File: src/rtl/riscv_pkg.sv
// Shared encodings for the load/store stage: funct3 codes, FSM state codes and
// byte-enable patterns.
package riscv_pkg;

   localparam logic [2:0] F3Lb  = 3'b000;
   localparam logic [2:0] F3Lh  = 3'b001;
   localparam logic [2:0] F3Lw  = 3'b010;
   localparam logic [2:0] F3Lbu = 3'b100;
   localparam logic [2:0] F3Lhu = 3'b101;
   localparam logic [2:0] F3Sb  = 3'b000;
   localparam logic [2:0] F3Sh  = 3'b001;
   localparam logic [2:0] F3Sw  = 3'b010;

   localparam logic [1:0] StIdle = 2'd0;
   localparam logic [1:0] StReq  = 2'd1;
   localparam logic [1:0] StWait = 2'd2;
   localparam logic [1:0] StResp = 2'd3;

   localparam logic [3:0] BeByte = 4'b0001;
   localparam logic [3:0] BeHalf = 4'b0011;
   localparam logic [3:0] BeWord = 4'b1111;

endpackage

File: src/rtl/lsu_stage_if.sv
// Execute-side handshake, writeback bundle and data-bus signals of the LSU stage.
interface lsu_stage_if;
   logic        in_valid;
   logic        in_ready;
   logic [31:0] alu_result;
   logic [31:0] store_data;
   logic        is_load;
   logic        is_store;
   logic [2:0]  funct3;
   logic [4:0]  rd;
   logic        out_valid;
   logic [4:0]  out_rd;
   logic [31:0] out_data;
   logic        out_we;
   logic        fault;
   logic        mem_req;
   logic        mem_we;
   logic [31:0] mem_addr;
   logic [31:0] mem_wdata;
   logic [3:0]  mem_be;
   logic        mem_gnt;
   logic        mem_rvalid;
   logic [31:0] mem_rdata;

   modport slave (
      input  in_valid, alu_result, store_data, is_load, is_store, funct3, rd,
             mem_gnt, mem_rvalid, mem_rdata,
      output in_ready, out_valid, out_rd, out_data, out_we, fault,
             mem_req, mem_we, mem_addr, mem_wdata, mem_be
   );

   modport master (
      output in_valid, alu_result, store_data, is_load, is_store, funct3, rd,
             mem_gnt, mem_rvalid, mem_rdata,
      input  in_ready, out_valid, out_rd, out_data, out_we, fault,
             mem_req, mem_we, mem_addr, mem_wdata, mem_be
   );
endinterface

File: src/rtl/load_extend.sv
// Selects the addressed byte/half of a read word and sign- or zero-extends it.
module load_extend
   import riscv_pkg::*;
(
   input  logic [31:0] rdata,
   input  logic [1:0]  addr,
   input  logic [2:0]  funct3,
   output logic [31:0] data
);

   logic [7:0]  byte_lane;
   logic [15:0] half_lane;

   always_comb begin
      byte_lane = rdata[{addr, 3'b000} +: 8];
      half_lane = addr[1] ? rdata[31:16] : rdata[15:0];
      case (funct3)
         F3Lb:    data = {{24{byte_lane[7]}}, byte_lane};
         F3Lh:    data = {{16{half_lane[15]}}, half_lane};
         F3Lbu:   data = {24'd0, byte_lane};
         F3Lhu:   data = {16'd0, half_lane};
         default: data = rdata;
      endcase
   end

endmodule

File: src/rtl/lsu_stage.sv
// Single-outstanding load/store stage: registers one op, runs the data-bus
// handshake and emits a one-cycle writeback pulse.
module lsu_stage
   import riscv_pkg::*;
(
   input logic        clk,
   input logic        rst,
   lsu_stage_if.slave bus
);

   logic [1:0]  state_q, state_d;
   logic [4:0]  rd_q, rd_d;
   logic        we_q, we_d;
   logic        fault_q, fault_d;
   logic [31:0] data_q, data_d;
   logic [31:0] addr_q, addr_d;
   logic [1:0]  off_q, off_d;
   logic [31:0] wdata_q, wdata_d;
   logic [3:0]  be_q, be_d;
   logic        store_q, store_d;
   logic [2:0]  funct3_q, funct3_d;

   logic        mem_op, f3_ok, misal, bad;
   logic [3:0]  be_sel;
   logic [31:0] wdata_sel;
   logic [31:0] ext_data;

   load_extend u_load_extend (
      .rdata  (bus.mem_rdata),
      .addr   (off_q),
      .funct3 (funct3_q),
      .data   (ext_data)
   );

   always_comb begin
      mem_op = bus.is_load | bus.is_store;
      f3_ok  = bus.is_load ? (bus.funct3 inside {F3Lb, F3Lh, F3Lw, F3Lbu, F3Lhu})
                           : (bus.funct3 inside {F3Sb, F3Sh, F3Sw});
      misal  = ((bus.funct3[1:0] == 2'b01) && bus.alu_result[0]) ||
               ((bus.funct3[1:0] == 2'b10) && (bus.alu_result[1:0] != 2'b00));
      bad    = (bus.is_load && bus.is_store) || !f3_ok || misal;
      case (bus.funct3[1:0])
         2'b00: begin
            be_sel    = BeByte << bus.alu_result[1:0];
            wdata_sel = {4{bus.store_data[7:0]}};
         end
         2'b01: begin
            be_sel    = BeHalf << {bus.alu_result[1], 1'b0};
            wdata_sel = {2{bus.store_data[15:0]}};
         end
         default: begin
            be_sel    = BeWord;
            wdata_sel = bus.store_data;
         end
      endcase
   end

   always_comb begin
      state_d  = state_q;
      rd_d     = rd_q;
      we_d     = we_q;
      fault_d  = fault_q;
      data_d   = data_q;
      addr_d   = addr_q;
      off_d    = off_q;
      wdata_d  = wdata_q;
      be_d     = be_q;
      store_d  = store_q;
      funct3_d = funct3_q;
      case (state_q)
         StIdle: begin
            if (bus.in_valid) begin
               rd_d    = bus.rd;
               fault_d = 1'b0;
               store_d = 1'b0;
               data_d  = bus.alu_result;
               if (!mem_op) begin
                  we_d    = (bus.rd != 5'd0);
                  state_d = StResp;
               end else if (bad) begin
                  // Faulting accesses never touch the bus.
                  we_d    = 1'b0;
                  fault_d = 1'b1;
                  data_d  = 32'd0;
                  state_d = StResp;
               end else begin
                  we_d     = bus.is_load && (bus.rd != 5'd0);
                  addr_d   = {bus.alu_result[31:2], 2'b00};
                  off_d    = bus.alu_result[1:0];
                  be_d     = be_sel;
                  wdata_d  = wdata_sel;
                  store_d  = bus.is_store;
                  funct3_d = bus.funct3;
                  state_d  = StReq;
               end
            end
         end
         StReq: begin
            if (bus.mem_gnt) state_d = store_q ? StResp : StWait;
         end
         StWait: begin
            if (bus.mem_rvalid) begin
               data_d  = ext_data;
               state_d = StResp;
            end
         end
         default: state_d = StIdle;
      endcase
   end

   always_ff @(posedge clk or posedge rst) begin
      if (rst) begin
         state_q  <= StIdle;
         rd_q     <= '0;
         we_q     <= 1'b0;
         fault_q  <= 1'b0;
         data_q   <= '0;
         addr_q   <= '0;
         off_q    <= '0;
         wdata_q  <= '0;
         be_q     <= '0;
         store_q  <= 1'b0;
         funct3_q <= '0;
      end else begin
         state_q  <= state_d;
         rd_q     <= rd_d;
         we_q     <= we_d;
         fault_q  <= fault_d;
         data_q   <= data_d;
         addr_q   <= addr_d;
         off_q    <= off_d;
         wdata_q  <= wdata_d;
         be_q     <= be_d;
         store_q  <= store_d;
         funct3_q <= funct3_d;
      end
   end

   // mem_req decodes straight from state so an async reset drops it at once.
   assign bus.in_ready  = (state_q == StIdle);
   assign bus.mem_req   = (state_q == StReq);
   assign bus.out_valid = (state_q == StResp);
   assign bus.out_we    = (state_q == StResp) && we_q;
   assign bus.fault     = (state_q == StResp) && fault_q;
   assign bus.out_rd    = rd_q;
   assign bus.out_data  = data_q;
   assign bus.mem_we    = store_q;
   assign bus.mem_addr  = addr_q;
   assign bus.mem_wdata = wdata_q;
   assign bus.mem_be    = be_q;

endmodule

File: src/flat_wrapper.sv
// flat-port wrapper written by rule: the top's interface ports become plain ports
module lsu_stage_flat import riscv_pkg::*;
  (clk, rst, bus_in_valid, bus_alu_result, bus_store_data, bus_is_load, bus_is_store, bus_funct3, bus_rd, bus_mem_gnt, bus_mem_rvalid, bus_mem_rdata, bus_in_ready, bus_out_valid, bus_out_rd, bus_out_data, bus_out_we, bus_fault, bus_mem_req, bus_mem_we, bus_mem_addr, bus_mem_wdata, bus_mem_be);
  lsu_stage_if bus_i ();
  input logic clk;
  input logic rst;
  input wire logic [$bits(bus_i.in_valid)-1:0] bus_in_valid;
  input wire logic [$bits(bus_i.alu_result)-1:0] bus_alu_result;
  input wire logic [$bits(bus_i.store_data)-1:0] bus_store_data;
  input wire logic [$bits(bus_i.is_load)-1:0] bus_is_load;
  input wire logic [$bits(bus_i.is_store)-1:0] bus_is_store;
  input wire logic [$bits(bus_i.funct3)-1:0] bus_funct3;
  input wire logic [$bits(bus_i.rd)-1:0] bus_rd;
  input wire logic [$bits(bus_i.mem_gnt)-1:0] bus_mem_gnt;
  input wire logic [$bits(bus_i.mem_rvalid)-1:0] bus_mem_rvalid;
  input wire logic [$bits(bus_i.mem_rdata)-1:0] bus_mem_rdata;
  output wire logic [$bits(bus_i.in_ready)-1:0] bus_in_ready;
  output wire logic [$bits(bus_i.out_valid)-1:0] bus_out_valid;
  output wire logic [$bits(bus_i.out_rd)-1:0] bus_out_rd;
  output wire logic [$bits(bus_i.out_data)-1:0] bus_out_data;
  output wire logic [$bits(bus_i.out_we)-1:0] bus_out_we;
  output wire logic [$bits(bus_i.fault)-1:0] bus_fault;
  output wire logic [$bits(bus_i.mem_req)-1:0] bus_mem_req;
  output wire logic [$bits(bus_i.mem_we)-1:0] bus_mem_we;
  output wire logic [$bits(bus_i.mem_addr)-1:0] bus_mem_addr;
  output wire logic [$bits(bus_i.mem_wdata)-1:0] bus_mem_wdata;
  output wire logic [$bits(bus_i.mem_be)-1:0] bus_mem_be;
  assign bus_i.in_valid = bus_in_valid;
  assign bus_i.alu_result = bus_alu_result;
  assign bus_i.store_data = bus_store_data;
  assign bus_i.is_load = bus_is_load;
  assign bus_i.is_store = bus_is_store;
  assign bus_i.funct3 = bus_funct3;
  assign bus_i.rd = bus_rd;
  assign bus_i.mem_gnt = bus_mem_gnt;
  assign bus_i.mem_rvalid = bus_mem_rvalid;
  assign bus_i.mem_rdata = bus_mem_rdata;
  assign bus_in_ready = bus_i.in_ready;
  assign bus_out_valid = bus_i.out_valid;
  assign bus_out_rd = bus_i.out_rd;
  assign bus_out_data = bus_i.out_data;
  assign bus_out_we = bus_i.out_we;
  assign bus_fault = bus_i.fault;
  assign bus_mem_req = bus_i.mem_req;
  assign bus_mem_we = bus_i.mem_we;
  assign bus_mem_addr = bus_i.mem_addr;
  assign bus_mem_wdata = bus_i.mem_wdata;
  assign bus_mem_be = bus_i.mem_be;
  lsu_stage u_core (.clk(clk), .rst(rst), .bus(bus_i));
endmodule
File: config.mk
export PLATFORM = sky130hd
export DESIGN_NAME = lsu_stage_flat
export DESIGN_NICKNAME = d
export VERILOG_FILES = /design/src/rtl/riscv_pkg.sv /design/src/rtl/lsu_stage_if.sv /design/src/rtl/load_extend.sv /design/src/rtl/lsu_stage.sv /design/src/flat_wrapper.sv
export SDC_FILE = /design/constraint.sdc
export NUM_CORES = 1
export LEC_CHECK = 0
export BUFFER_PORTS_ARGS = -buffer_cell sky130_fd_sc_hd__buf_2
export CELL_PAD_IN_SITES_DETAIL_PLACEMENT = 0
export CELL_PAD_IN_SITES_GLOBAL_PLACEMENT = 1
export CORE_MARGIN = 8
export CORE_UTILIZATION = 38
export DETAILED_ROUTE_END_ITERATION = 12
export GPL_ROUTABILITY_DRIVEN = 0
export PLACE_DENSITY = 0.87
export SLEW_MARGIN = 0
export SYNTH_ARGS = -nofsm -noshare
export SYNTH_HDL_FRONTEND = slang
export SYNTH_SLANG_ARGS = --single-unit
File: constraint.sdc
create_clock -name clk -period 4.45 [get_ports clk]
set_clock_uncertainty 0.15 [all_clocks]
set_input_delay 0.2225 -clock clk [delete_from_list [all_inputs] [get_ports clk]]
set_output_delay 0.2225 -clock clk [all_outputs]
set_load 0.02 [all_outputs]
== Word-level counts from Yosys, hierarchy flattened ==
Index checks and enable logic that the tools add are counted.
Widths: inputs -> output; s select.

* Register bits after elaboration: 113
* Input port bits: 111
* Output and inout bits: 111
* Word-level logic and storage cells: 77

* Eq/ne operators: 15
* Shift operators: 3
* Multiplexer cells: 23
* Bitwise gates (word level): 2
* Reductions and logical operators: 23

{| class="wikitable"
|+ Operators by type and width
! kind !! count
|-
| $mux 32 || 4
|-
| $pmux 32 s2 || 2
|-
| $pmux 32 s4 || 1
|-
| $shiftx 32x6->8 || 1
|-
| $mux 16 || 1
|-
| $eq 3x3->1 const B || 4
|-
| $mux 2 || 5
|-
| $reduce_bool 5->1 || 2
|-
| $mux 1 || 8
|-
| $pmux 4 s2 || 1
|-
| $eq 2x2->1 const B || 3
|-
| $eq 3x1->1 const B || 2
|-
| $logic_and 1x1->1 || 6
|-
| $logic_not 3->1 || 2
|-
| $ne 2x2->1 const B || 3
|-
| $pmux 2 s3 || 1
|-
| $reduce_and 3->1 || 2
|-
| $eq 2x1->1 const B || 2
|-
| $logic_not 2->1 || 2
|-
| $reduce_and 4->1 || 1
|-
| $reduce_bool 2->1 || 2
|-
| $shl 1x2->4 const A || 1
|-
| $shl 2x2->4 const A || 1
|-
| $eq 3x2->1 const B || 1
|-
| 6 further kinds || 8
|}

== Logic depth before layout (Yosys ltp) ==
* Word-level depth: 10
* Mapped depth: 9
* Mapped depth without buffers: 6

== Modules after synthesis ==
From an unflattened synthesis, not the netlist that was laid out.

* Cell total of the unflattened synthesis: 667
* Area total of the unflattened synthesis: 7098.1 um^2

{| class="wikitable"
|+ By module, submodules not included
! module !! instances !! cells an instance !! area each (um^2) !! seq. area each (um^2)
|-
| lsu_stage || 1 || 549 || 6337.3 || 2827.7
|-
| load_extend || 1 || 118 || 760.7 || 0.0
|}

== Least setup slack after synthesis ==
OpenSTA, ideal clock, no wires.

* Kind: register to register
* Start point: register u_core.state_q[0]
* End point: register u_core.data_q[17] (netlist: u_core.bus.out_data[17])
* Library setup time: 0.138 ns
* Data arrival time: 2.103 ns
* Required time: 4.162 ns
* Slack: 2.059 ns
* Stages on the path, launching flop included: 9
* Path buffers: 3
* Clock period less this slack: 2.391 ns
* Cells stage by stage: dfrtp_1 inv_1 ha_1 buf_2 nand2_1 buf_2 nor4b_2 clkbuf_1 a211oi_1

* Cells in the longest elaborated chain, start to end: 3
* Elaborated cells on any way between the ends: 7
* Classes of those cells: eq/ne (3); mux (1); reduce/logical (3)

{| class="wikitable"
|+ Ends and longest elaborated chain
! element !! RTL line !! text
|-
| start, declared || lsu_stage.sv:11 || <nowiki>logic [1:0] state_q, state_d;</nowiki>
|-
| start signal, assigned || lsu_stage.sv:113 || <nowiki>state_q <= StIdle;</nowiki>
|-
| start signal, assigned || lsu_stage.sv:125 || <nowiki>state_q <= state_d;</nowiki>
|-
| $logic_not 2->1 * || -- ||
|-
| named net bus_in_ready || flat_wrapper.sv:17 || <nowiki>output wire logic [$bits(bus_i.in_ready)-1:0] bus_in_ready;</nowiki>
|-
| $ne 2x2->1 (no source line) / $reduce_bool 2->1 (equally long branches) || -- ||
|-
| $reduce_and 3->1 (no source line) || -- ||
|-
| end signal, assigned || lsu_stage.sv:129 || <nowiki>data_q <= data_d;</nowiki>
|-
| end, declared || lsu_stage.sv:15 || <nowiki>logic [31:0] data_q, data_d;</nowiki>
|}

The timed path passes the listed nets; every way through them passes the cells marked *.
A chain may end at the register's enable or synchronous reset.

== Final worst setup path ==
* Start point: register u_core.state_q[0]
* End point: register u_core.data_q[19] (netlist: u_core.bus.out_data[19])

* Cells in the longest elaborated chain, start to end: 3
* Elaborated cells on any way between the ends: 7
* Classes of those cells: eq/ne (3); mux (1); reduce/logical (3)

{| class="wikitable"
|+ Ends and longest elaborated chain
! element !! RTL line !! text
|-
| $eq 2x2->1 / $logic_not 2->1 (equally long branches) || lsu_stage.sv:70 || <nowiki>case (state_q)</nowiki>
|-
| $ne 2x2->1 (no source line) / $reduce_bool 2->1 (equally long branches) || -- ||
|-
| $reduce_and 3->1 (no source line) || -- ||
|}

Several ways; a longest one is shown, not always the timed one.

==> flow_summary_export.csv <==
group,metric,value,unit
placement,port_buffers,219,
cells_and_area,final_common_cell,"buf_2",
global_route,grt_util_met1,22.72,%
die,io_pins,222,
global_route,antenna_found_initial,3,
synth,yosys_warnings,0,
die,rows,45,
placement,dp.cells,899,
cells_and_area,area_delta_synth_final,42.05,%
detailed_routing,routed_wl,19180,um
cells_and_area,fin_cells,1000,
die,die_w,140.6,um
global_route,met2_usage,32.25,%
flow_run,timing.max_cap.violations,0,
cells_and_area,final_nets,912,
critical_path,max_stage_delay,0.95,ns
synth,synth_seq_area_share,47.94,%
critical_path,path_max_fanout,23,
clocking,post_cts.repair.setup_buffers,0,
global_route,grt_pass1_wl,30850,um
global_route,grtUsageMet3,7.259,%
detailed_routing,ant_nets,0,
die,core,15200,um2
timing,hold_violations,0,
timing,finalMaxSlewViolations,0,
timing,finalSetupTns,0,ns
cells_and_area,mostFrequentLayoutCells,"219 x buf_2, 113 x dfrtp_1, 85 x mux2_2, 67 x dlygate4sd3_1, 34 x nand2_1",
clocking,cts_buffers,17,
timing,timing.fmax,320.1,MHz
synth,postSynthCellCount,528,
clocking,clockBufferDepth,2,
critical_path,crit_type,"reg2reg",
cells_and_area,num-fill-cells,1302,
global_route,grt_pass1_vias,5801,
cells_and_area,drive_gt1_share,43.33,%
clocking,cts.clk_slew.worst_paths,0.06,ns
die,dieArea,19760,um2
run_status,status,"finished, final reports clean",
detailed_routing,drt-initial-drc-count,219,
timing,min_period,3.124,ns
detailed_routing,routed_via_density,5.341,
min_path,hold_path_class,"in2reg",
cells_and_area,multi_input_area,2805,um2
cells_and_area,seq_area,2828,um2
placement,place_hpwl,13730,um
detailed_routing,vias,5341,
synth,synth.ff_latch_count,113,
clocking,cts.sinks,113,
synth,synthTopCellsByArea,"dfrtp_1 48%, mux2_2 16%, a221o_1 2.4%",
synth,syn-cell-area,5898,um2
detailed_routing,post-route-drc-count,0,
detailed_routing,wire_per_inst,19.18,um
power_and_ir_drop,power_density,702.7,nW/um2
synth,synth_cell_types,52,
synth,postSynth.asyncResetShare,100.0,%
power_and_ir_drop,vdd_drop_max,318.5,uV
clocking,clock_latency,0.41,ns
synth,synthFlopType,"dfrtp_1",
timing,setup_violations,0,
global_route,grt_use_total,19.57,%
critical_path,crit_arrival,3.20,ns
critical_path,cp-start-kind,"flop",
global_route,top_usage_layer,"met2",
synth,yosys.area.top_type,"dfrtp_1",
critical_path,cp_cell_sequence,"inv_1 > ha_1 > nand2b_1 > nand3_1 > nor2_1 > a211oi_1",
synth,synth-edff-count,0,
clocking,cts_tree,"done",
global_route,grt_max_degree,80,
detailed_routing,drt_first_pass_iters,4,
synth,synth_top_area_share,47.94,%
timing,max_slew_margin,17.38,%
clocking,htreeDepth,4,
timing,period_share,70.19,%
die,die_h,140.6,um
power_and_ir_drop,leakage,0.003983,uW
clocking,cts_root_buf,"clkbuf_16",
timing,rsz0062_at_grt,"no",
critical_path,end_kind,"flop",
critical_path,critPathSlowestCell,"nor2_1",
global_route,overflow,0,
synth,postSynthAreaPerCell,11.17,um2
timing,worst_slew_pin_slew,1.237,ns
die,start_util,38.80,%
clocking,cts_resized,0,
critical_path,worstPathRequired,4.53,ns
[repair_timing]
action,4_1_cts,5_1_grt
endpoints found under the setup margin,0,0
hold buffers,67,0
endpoints found under the hold margin,158,0
[cells by family (layout without fill, tap and decap cells)]
family	count (synthesis)	count (layout)	share of synthesized area, %
AOI/OAI and AO/OA	129	129	16.84
xor gates and xnor gates	1	1	0.1485
adders and majority gates	4	4	0.8486
buffers and inverters	63	344	4.667
DFF	113	113	47.94
muxes	104	104	19.83
other	1	4	0.06358
and+or+nand+nor	113	113	9.652
[cell usage after synthesis, types with 4 or more instances]
| cell | number |
|---|---|
| a2111oi_0 | 13 |
| a211oi_1 | 17 |
| a21oi_1 | 5 |
| a221o_1 | 14 |
| and2_0 | 7 |
| and3_1 | 6 |
| buf_2 | 13 |
| clkbuf_1 | 27 |
| dfrtp_1 | 113 |
| ha_1 | 4 |
| inv_1 | 19 |
| mux2_1 | 8 |
| mux2_2 | 85 |
| mux2i_1 | 10 |
| nand2_1 | 34 |
| nand2b_1 | 4 |
| nor2_1 | 27 |
| nor2b_1 | 6 |
| nor3_1 | 8 |
| nor3b_1 | 6 |
| o21a_1 | 6 |
| o21ai_0 | 18 |
| o21bai_1 | 10 |
| o22a_1 | 16 |
| o22ai_1 | 17 |
[power by group]
| group | total, uW | internal, uW | switching [uW] |
|---|---|---|---|
| logic | 2670 | 1100 | 1570 |
| registers | 1820 | 1510 | 314 |
| clock network | 1390 | 884 | 510 |
[path summary, 6_finish.rpt]
check,from,end,slack [ns],depth (start not counted)
max in group asynchronous,rst,u_core.bus.mem_addr[20],2.66,4
min in group asynchronous,rst,u_core.bus.mem_wdata[28],0.44,3
hold / removal,bus_store_data[28],u_core.bus.mem_wdata[28],0.02,4
setup reg to reg,u_core.state_q[0],u_core.bus.out_data[19],1.33,6
setup / recovery,u_core.state_q[0],u_core.bus.out_data[19],1.33,6
hold reg to reg,u_core.bus.mem_wdata[9],u_core.bus.mem_wdata[9],0.33,1
[final cells by class]
type	instances	share of cell area, %
Sequential cell	113	33.75
Antenna cell	2	0.05974
Tap cell	188	2.808
Multi-Input combinational cell	353	33.48
Clock buffer	17	5.078
Inverter	19	0.8811
Clock inverter	15	2.225
Timing Repair Buffer	293	21.71
[metal layers]
layer / wire [um] / share of wire, %
met1: 7849 / 41
met2: 9271 / 48
met3: 1623 / 8.5
met4: 422 / 2.2
met5: 9 / 0.047
[stage by stage]
stage	worst slack, ns	hold WS [ns]	power, uW	area, um2	util, %
detailed placement	1.363	0.3194	4456	7091	46.64
floorplan	1.090	0.1969	3584	5902	-
global placement	1.529	0.3071	4368	7091	46.64
CTS	1.363	0.001350	5926	8373	55.08
global route	1.090	0.006859	6251	8376	55.09
finish	1.326	0.01543	5887	8378	55.11
[critical path: cells and delay by family, from the launching register on]
family / cells / cell delay (ns)
compound gates: 1 / 0.19
buf+inv: 1 / 0.09
flops: 1 / 0.38
simple gates: 3 / 1.64
fa+ha+maj: 1 / 0.48
[sequential cells by signal, summed over array words and instances (netlist names)]
signal / count
u_core.we_q: 1
u_core.bus.mem_addr: 30
u_core.state_q: 2
u_core.fault_q: 1
u_core.bus.mem_wdata: 32
u_core.bus.mem_we: 1
u_core.bus.out_data: 32
u_core.bus.out_rd: 5
u_core.bus.mem_be: 4
u_core.funct3_q: 3
u_core.off_q: 2
Note: power is estimated with default switching activity, not from simulation.
